<file path="config.mk">
export PLATFORM = sky130hd
export DESIGN_NAME = poly_note_player
export DESIGN_NICKNAME = d
export VERILOG_FILES = /design/src/rtl/poly_note_pkg.sv /design/src/rtl/poly_note_player_rom.sv /design/src/rtl/poly_note_player_voice_slot.sv /design/src/rtl/poly_note_player.sv
export SDC_FILE = /design/constraint.sdc
export NUM_CORES = 1
export LEC_CHECK = 0
export BUFFER_PORTS_ARGS = -buffer_cell sky130_fd_sc_hd__buf_2
export CORE_MARGIN = 3
export CORE_UTILIZATION = 55
export DETAILED_ROUTE_END_ITERATION = 8
export PLACE_DENSITY = 0.68
export SLEW_MARGIN = 30
export SYNTH_ARGS = -nofsm -noshare
export SYNTH_HDL_FRONTEND = slang
export SYNTH_HIERARCHICAL = 1
export SYNTH_SLANG_ARGS = --single-unit
</file>
<file path="constraint.sdc">
create_clock -name clk -period 8.3 [get_ports clk]
set_input_delay 0 -clock clk [delete_from_list [all_inputs] [get_ports clk]]
set_output_delay 0 -clock clk [all_outputs]
set_load 0.1 [all_outputs]
</file>
<file path="src/rtl/poly_note_pkg.sv">
// Shared types, widths and ROM content functions for the polyphonic note player.
// Pitch steps assume a 48 kHz sample rate and a 22-bit phase accumulator.
package poly_note_pkg;

    localparam int NOTE_W      = 6;
    localparam int DUR_W       = 6;
    localparam int STEP_W      = 20;
    localparam int PHASE_W     = 22;
    localparam int SINE_ADDR_W = 10;
    localparam int SINE_W      = 16;

    typedef enum logic [2:0] {
        ST_IDLE,
        ST_FREQ,
        ST_PHASE,
        ST_SINE,
        ST_ACC,
        ST_OUT
    } seq_state_e;

    // Note 1 is A1 (55 Hz); every 12 notes doubles the step of the base octave.
    function automatic logic [STEP_W-1:0] note_step(input logic [NOTE_W-1:0] note);
        logic [NOTE_W-1:0] k;
        logic [2:0]        oct;
        logic [3:0]        semi;
        logic [STEP_W-1:0] base;
        k    = note - 6'd1;
        oct  = 3'(k / 6'd12);
        semi = 4'(k % 6'd12);
        case (semi)
            4'd0:    base = 20'd4806;
            4'd1:    base = 20'd5092;
            4'd2:    base = 20'd5395;
            4'd3:    base = 20'd5716;
            4'd4:    base = 20'd6055;
            4'd5:    base = 20'd6415;
            4'd6:    base = 20'd6797;
            4'd7:    base = 20'd7201;
            4'd8:    base = 20'd7629;
            4'd9:    base = 20'd8083;
            4'd10:   base = 20'd8563;
            default: base = 20'd9073;
        endcase
        note_step = (note == '0) ? '0 : (base << oct);
    endfunction

    // Parabolic half-wave per address half; bit 9 selects the negative half.
    function automatic logic [SINE_W-1:0] sine_value(input logic [SINE_ADDR_W-1:0] addr);
        logic [8:0]  x;
        logic [17:0] prod;
        logic [15:0] mag;
        x    = addr[8:0];
        prod = {9'd0, x} * {9'd0, 9'd511 - x};
        mag  = prod[16:1];
        sine_value = addr[9] ? (~mag + 16'd1) : mag;
    endfunction

endpackage

</file>
<file path="src/rtl/poly_note_player_rom.sv">
// Shared registered lookup tables: note-to-phase-step and phase-to-sine.
module frequency_rom
    import poly_note_pkg::*;
(
    input  logic              clk,
    input  logic              rst_n,
    input  logic [NOTE_W-1:0] note,
    output logic [STEP_W-1:0] step
);

    logic [STEP_W-1:0] step_d;
    logic [STEP_W-1:0] step_q;

    always_comb begin
        step_d = note_step(note);
    end

    always_ff @(posedge clk or negedge rst_n) begin
        if (!rst_n) begin
            step_q <= '0;
        end else begin
            step_q <= step_d;
        end
    end

    assign step = step_q;

endmodule

module sine_rom
    import poly_note_pkg::*;
(
    input  logic                   clk,
    input  logic                   rst_n,
    input  logic [SINE_ADDR_W-1:0] addr,
    output logic [SINE_W-1:0]      value
);

    logic [SINE_W-1:0] value_d;
    logic [SINE_W-1:0] value_q;

    always_comb begin
        value_d = sine_value(addr);
    end

    always_ff @(posedge clk or negedge rst_n) begin
        if (!rst_n) begin
            value_q <= '0;
        end else begin
            value_q <= value_d;
        end
    end

    assign value = value_q;

endmodule

</file>
<file path="src/rtl/poly_note_player_voice_slot.sv">
// One voice: note, remaining beats, active flag and phase accumulator.
module voice_slot
    import poly_note_pkg::*;
(
    input  logic                   clk,
    input  logic                   rst_n,
    input  logic                   load,
    input  logic [NOTE_W-1:0]      load_note,
    input  logic [DUR_W-1:0]       load_dur,
    input  logic                   beat_en,
    input  logic                   step_en,
    input  logic [STEP_W-1:0]      step,
    output logic [NOTE_W-1:0]      note,
    output logic                   active,
    output logic                   sounding,
    output logic                   done,
    output logic [SINE_ADDR_W-1:0] sine_addr
);

    logic [NOTE_W-1:0]  note_d,   note_q;
    logic [DUR_W-1:0]   rem_d,    rem_q;
    logic               active_d, active_q;
    logic [PHASE_W-1:0] phase_d,  phase_q;
    logic               done_d,   done_q;
    logic [PHASE_W-1:0] phase_adv;

    assign sounding  = active_q && (note_q != '0);
    assign phase_adv = sounding ? (phase_q + {{(PHASE_W-STEP_W){1'b0}}, step}) : phase_q;

    // A load takes priority over a coincident beat: no decrement, no done pulse.
    always_comb begin
        note_d   = note_q;
        rem_d    = rem_q;
        active_d = active_q;
        phase_d  = phase_q;
        done_d   = 1'b0;
        if (load) begin
            note_d   = load_note;
            rem_d    = load_dur;
            active_d = 1'b1;
            phase_d  = '0;
        end else begin
            if (beat_en && active_q) begin
                if (rem_q == 6'd1) begin
                    rem_d    = '0;
                    active_d = 1'b0;
                    done_d   = 1'b1;
                end else begin
                    rem_d = rem_q - 6'd1;
                end
            end
            if (step_en) begin
                phase_d = phase_adv;
            end
        end
    end

    always_ff @(posedge clk or negedge rst_n) begin
        if (!rst_n) begin
            note_q   <= '0;
            rem_q    <= '0;
            active_q <= 1'b0;
            phase_q  <= '0;
            done_q   <= 1'b0;
        end else begin
            note_q   <= note_d;
            rem_q    <= rem_d;
            active_q <= active_d;
            phase_q  <= phase_d;
            done_q   <= done_d;
        end
    end

    assign note      = note_q;
    assign active    = active_q;
    assign done      = done_q;
    assign sine_addr = phase_adv[PHASE_W-1 -: SINE_ADDR_W];

endmodule

</file>
<file path="src/rtl/poly_note_player.sv">
// Polyphonic note player: per-voice duration/phase state, a time-multiplexed
// sequencer sharing one frequency ROM and one sine ROM, and a mixer.
module poly_note_player
    import poly_note_pkg::*;
#(
    parameter int VOICES   = 4,
    parameter int SAMPLE_W = 16,
    parameter int MIX_MODE = 0
) (
    input  logic                       clk,
    input  logic                       reset,
    input  logic                       play_enable,
    input  logic                       load_new_note,
    input  logic [$clog2(VOICES)-1:0]  load_voice,
    input  logic [5:0]                 note_to_load,
    input  logic [5:0]                 duration_to_load,
    input  logic                       beat,
    input  logic                       generate_next_sample,
    output logic [SAMPLE_W-1:0]        sample_out,
    output logic                       new_sample_ready,
    output logic [VOICES-1:0]          voice_active,
    output logic [VOICES-1:0]          done_with_note
);

    localparam int IDX_W = $clog2(VOICES);
    localparam int ACC_W = SAMPLE_W + IDX_W;
    localparam logic signed [ACC_W-1:0] SAT_MAX = {{(IDX_W+1){1'b0}}, {(SAMPLE_W-1){1'b1}}};
    localparam logic signed [ACC_W-1:0] SAT_MIN = {{(IDX_W+1){1'b1}}, {(SAMPLE_W-1){1'b0}}};

    seq_state_e                 state_d, state_q;
    logic [IDX_W-1:0]           idx_d, idx_q;
    logic signed [ACC_W-1:0]    acc_d, acc_q;
    logic [SAMPLE_W-1:0]        sample_d, sample_q;
    logic                       ready_d, ready_q;
    logic [SINE_ADDR_W-1:0]     sine_addr_d, sine_addr_q;

    logic [NOTE_W-1:0]          v_note      [VOICES];
    logic [SINE_ADDR_W-1:0]     v_sine_addr [VOICES];
    logic [VOICES-1:0]          v_active;
    logic [VOICES-1:0]          v_sounding;
    logic [VOICES-1:0]          v_done;
    logic [VOICES-1:0]          v_load;
    logic [VOICES-1:0]          v_step_en;

    logic [NOTE_W-1:0]          cur_note;
    logic [STEP_W-1:0]          freq_step;
    logic [SINE_W-1:0]          sine_raw;
    logic signed [SAMPLE_W-1:0] sine_s;
    logic signed [ACC_W-1:0]    sine_ext;
    logic signed [ACC_W-1:0]    shifted;
    logic [SAMPLE_W-1:0]        mixed;
    logic                       beat_en;

    assign beat_en = beat && play_enable;

    for (genvar g = 0; g < VOICES; g++) begin : g_voice
        assign v_load[g]    = load_new_note && (duration_to_load != '0) && (load_voice == IDX_W'(g));
        assign v_step_en[g] = play_enable && (state_q == ST_PHASE) && (idx_q == IDX_W'(g));

        voice_slot u_voice (
            .clk       (clk),
            .rst_n     (reset),
            .load      (v_load[g]),
            .load_note (note_to_load),
            .load_dur  (duration_to_load),
            .beat_en   (beat_en),
            .step_en   (v_step_en[g]),
            .step      (freq_step),
            .note      (v_note[g]),
            .active    (v_active[g]),
            .sounding  (v_sounding[g]),
            .done      (v_done[g]),
            .sine_addr (v_sine_addr[g])
        );
    end

    assign cur_note = v_note[idx_q];

    frequency_rom u_freq_rom (
        .clk   (clk),
        .rst_n (reset),
        .note  (cur_note),
        .step  (freq_step)
    );

    sine_rom u_sine_rom (
        .clk   (clk),
        .rst_n (reset),
        .addr  (sine_addr_q),
        .value (sine_raw)
    );

    // The ROM is 16 bits wide; align its MSB to the sample MSB.
    if (SAMPLE_W > SINE_W) begin : g_widen
        assign sine_s = {sine_raw, {(SAMPLE_W-SINE_W){1'b0}}};
    end else begin : g_narrow
        assign sine_s = sine_raw[SINE_W-1 -: SAMPLE_W];
    end

    assign sine_ext = {{IDX_W{sine_s[SAMPLE_W-1]}}, sine_s};
    assign shifted  = acc_q >>> IDX_W;

    always_comb begin
        mixed = shifted[SAMPLE_W-1:0];
        if (MIX_MODE != 0) begin
            if (acc_q > SAT_MAX) begin
                mixed = SAT_MAX[SAMPLE_W-1:0];
            end else if (acc_q < SAT_MIN) begin
                mixed = SAT_MIN[SAMPLE_W-1:0];
            end else begin
                mixed = acc_q[SAMPLE_W-1:0];
            end
        end
    end

    always_comb begin
        state_d     = state_q;
        idx_d       = idx_q;
        acc_d       = acc_q;
        sample_d    = sample_q;
        ready_d     = 1'b0;
        sine_addr_d = sine_addr_q;
        if (play_enable) begin
            case (state_q)
                ST_IDLE: begin
                    if (generate_next_sample) begin
                        acc_d   = '0;
                        idx_d   = '0;
                        state_d = ST_FREQ;
                    end
                end
                ST_FREQ: begin
                    state_d = ST_PHASE;
                end
                ST_PHASE: begin
                    sine_addr_d = v_sine_addr[idx_q];
                    state_d     = ST_SINE;
                end
                ST_SINE: begin
                    state_d = ST_ACC;
                end
                ST_ACC: begin
                    acc_d = acc_q + (v_sounding[idx_q] ? sine_ext : '0);
                    if (idx_q == IDX_W'(VOICES-1)) begin
                        state_d = ST_OUT;
                    end else begin
                        idx_d   = idx_q + 1'b1;
                        state_d = ST_FREQ;
                    end
                end
                ST_OUT: begin
                    sample_d = mixed;
                    ready_d  = 1'b1;
                    state_d  = ST_IDLE;
                end
                default: begin
                    state_d = ST_IDLE;
                end
            endcase
        end
    end

    always_ff @(posedge clk or negedge reset) begin
        if (!reset) begin
            state_q     <= ST_IDLE;
            idx_q       <= '0;
            acc_q       <= '0;
            sample_q    <= '0;
            ready_q     <= 1'b0;
            sine_addr_q <= '0;
        end else begin
            state_q     <= state_d;
            idx_q       <= idx_d;
            acc_q       <= acc_d;
            sample_q    <= sample_d;
            ready_q     <= ready_d;
            sine_addr_q <= sine_addr_d;
        end
    end

    assign sample_out       = sample_q;
    assign new_sample_ready = ready_q;
    assign voice_active     = v_active;
    assign done_with_note   = v_done;

endmodule

</file>
==> metrics.md <==
| Metric | Value |
|---|---|
| Status | finished clean |
| WL per Instance | roughly 20 µm |
| Final Setup Violations | 0 |
| Synth Register Bits | between 200 and 250 |
| Post-synthesis async set-or-reset flop share | 100% |
| CP endpoint kind | flip-flop |
| CTS sink count | 230 |
| Top_reg_cell synth | dfrtp_1 |
| Critical path's largest stage delay | about 700 ps |
| Setup CP Type | reg -> reg |
| Synth area leaders | dfrtp_1, ha_1, nand2_1, a21oi_1, fa_1 |
| GRT Util Overall | between 20% and 30% |
| CTS tree | done |
| TritonCTS Buffers | 27 |
| Worst Clk Skew | approximately 22 ps |
| Arrival @ worst endpoint | 7310 ps |
| Post_cts resized | 0 |
| Worst-margin pin slew | ~940 ps |
| DRC | 0 |
| Nets@finish | between 2000 and 3000 |
| Critical-path cell list | mux4_2, inv_1, ha_1, nor3b_1, xor2_1, ha_1, or3b_2, o31ai_1, o21ai_2, a21oi_2, nor2_2, inv_2, ha_1, nor3_1, mux2i_2, nand2_1, a32o_2, a221o_1, a311oi_1, a211oi_1 |
| Cell Rows | 69 |
| Worst Path Required | roughly 8700 ps |
| Tmin final | around 6900 ps |
| IO Count | 45 |
| Die Span X | between 150 and 200 µm |
| Die area | between 30000 and 40000 µm² |
| Final hold violation count | 0 |
| FILL cells | between 3000 and 4000 |
| Fraction of layout cells with a size suffix above 1 | 11.1% |
| Count leader, synth | nand2_1 |
| DIE HEIGHT | ~200 µm |
| Type of the tightest min-delay check | in -> async |
| Cells after synthesis | 2393 |
| H-tree Lvls | 1 |
| First drt pass iteration count | 6 |
| First-pass GRT wire length | 90500 µm |
| Layout area overhead | 7.02% |
| Slew margin rel. | 37.2% |
| Synthesized area per cell | 8.54 µm² |
| Via count | 18100 |
| Vias per Instance | between 6 and 7 |
| Top cell type by total area after synthesis | dfrtp_1 |
| Post-Syn Nets | around 2600 |
| Core area | between 30000 and 40000 µm² |
| FF+latch area | 5760 µm² |
| Unique masters post-synth | 112 |
| Syn Std Cell Area | slightly above 20000 µm² |
| Initial cell density of the core | a little under three fifths |
| Root buf cell | clkbuf_16 |
| Worst skew pair latency | roughly 570 ps |
| Detail Route Antenna Nets | 0 |
| Grt ovf | 0 |
| Hold Slack | approximately 62 ps |
| Worst path bufs/invs | 2 |
| Post-DP HPWL | approximately 41000 µm |
| DRT Wirelength | between 50000 and 60000 µm |
| CP startpoint kind | flip-flop |
| CP Max Fanout | 17 |
| Slew Viols, Final | 0 |
| Most frequent CP cell | ha_1 |
| DRT iter0 DRCs | 1442 |
| Vias in the first global route | ~17000 |
| PortBufs | 44 |
| Reg clk slew, reported paths | about 70 ps |
| Setup tns final | 0 ps |
| Final Cycle Share | between 80% and 90% |
| Multi-input logic area | 13600 µm² |
| Yosys top cell area share | 28.2% |
| Clk buf depth | 3 |
| GPL Wtd Cong | 0.914 |
| Largest net degree at the start of global routing | around 100 |
| Fmax | 145 MHz |
| Post-synth EDFFs | 0 |
| Synth Warn # | 6 |
| Top delay family on crit path | compound AO/OA/AOI/OAI gates |
| RSZ-0062 raised after global routing | false |
| Slowest cell on the critical path | mux4_2 |
| Initial antenna violation count | 0 |
| Top cells by count, synth | nand2_1, dfrtp_1, a21oi_1 |
| Sequential area share after synthesis | between 20% and 30% |
| Max-cap violations | 0 |
-- registers in the layout, summed over array words and instances, names as in the netlist, 10 cells and up --
| signal | count |
|---|---|
| g_voice.u_voice/phase_q | 88 |
| g_voice.u_voice/note | 24 |
| g_voice.u_voice/rem_q | 24 |
| u_freq_rom/step | 20 |
| acc_q | 18 |
| sample_out | 16 |
| u_sine_rom/value | 16 |
| sine_addr_q | 10 |
-- per-stage QoR --
step | cells | util, % | cell area, µm² | setup WS [ps]
2_1_floorplan | 2393 | - | 20400 | 2270
4_1_cts | 2848 | 60.6 | 21900 | 1500
3_3_place_gp | 2786 | 57.5 | 20700 | 1630
6_report | 2850 | 60.6 | 21900 | 1420
3_5_place_dp | 2786 | 57.5 | 20700 | 1560
5_1_grt | 2848 | 60.6 | 21900 | 939
-- placed cells by master, fill, tap and decap left out, types with 10 or more instances in the layout --
cell           count
a21oi_1          192
and3_1            20
inv_1            125
and4_1            15
and2_1            10
nor2_1           141
nand4_1           60
nor4_1            17
buf_2             43
a31oi_1           50
mux4_2            16
nand2_1          318
fa_1              45
buf_4             13
nand3_1           59
mux2_2            36
dlygate4sd3_1     15
clkbuf_16         27
o31ai_1           17
ha_1             170
nor3_1            60
a21o_1            53
o21a_1            26
nor3b_1           13
o21ai_1           20
dfrtp_1          230
nor2b_1           25
or3_1             27
o211ai_1          28
o21ai_0          131
xor2_1            47
a211oi_1          26
mux2i_1           20
xnor2_1           46
-- worst paths after layout --
check,to,startpoint,cells after the start,slack [ps]
setup / recovery,u_freq_rom/step[8],idx_q[0],20,1420
hold / removal,sample_out[11],reset,2,60
setup reg to reg,u_freq_rom/step[8],idx_q[0],20,1420
hold reg to reg,sample_out[13],sample_out[13],2,470
max in group asynchronous,g_voice[2].u_voice/phase_q[21],reset,3,6830
min in group clk,g_voice[2].u_voice/rem_q[4],load_voice[0],5,100
-- cell type report --
cell class | instances | area share (%)
timing repair buffer | 73 | 2.24
antenna | 2 | 0.0229
clock buffer | 32 | 3.27
tap | 461 | 2.64
multi-input combinational | 1903 | 62.1
sequential | 230 | 26.3
inverter | 134 | 2.30
clock inverter | 15 | 1.17
-- layer usage --
| metal | share of wire, % | track usage, % | vias up | wire, µm |
|---|---|---|---|---|
| li1 | - | - | 8641 | - |
| met2 | 45 | 45.8 | 608 | 25600 |
| met4 | 3.1 | 8.54 | 0 | 1780 |
| met1 | 44 | 38.4 | 8785 | 25000 |
| met5 | 0 | 0 | - | 0 |
| met3 | 7.4 | 5.39 | 110 | 4200 |
-- what timing repair did --
item,4_1_cts,5_1_grt
setup endpoints to repair,0,0
setup buffers,0,0
hold buffers,15,0
endpoints found under the hold margin,147,0
-- logic make-up after synthesis --
logic type	count (synthesis)	synth area share, %
AO/OA/AOI/OAI	679	22.2
XOR/XNOR	94	4.03
adder cells (fa/ha/maj)	215	14.8
buffers and inverters	260	5.56
flip-flops	230	28.2
multiplexers	75	4.94
AND/OR/NAND/NOR	840	20.3
Power is not shown: default switching activity piles up to over one toggle a cycle in this logic, so the estimate is an artifact.
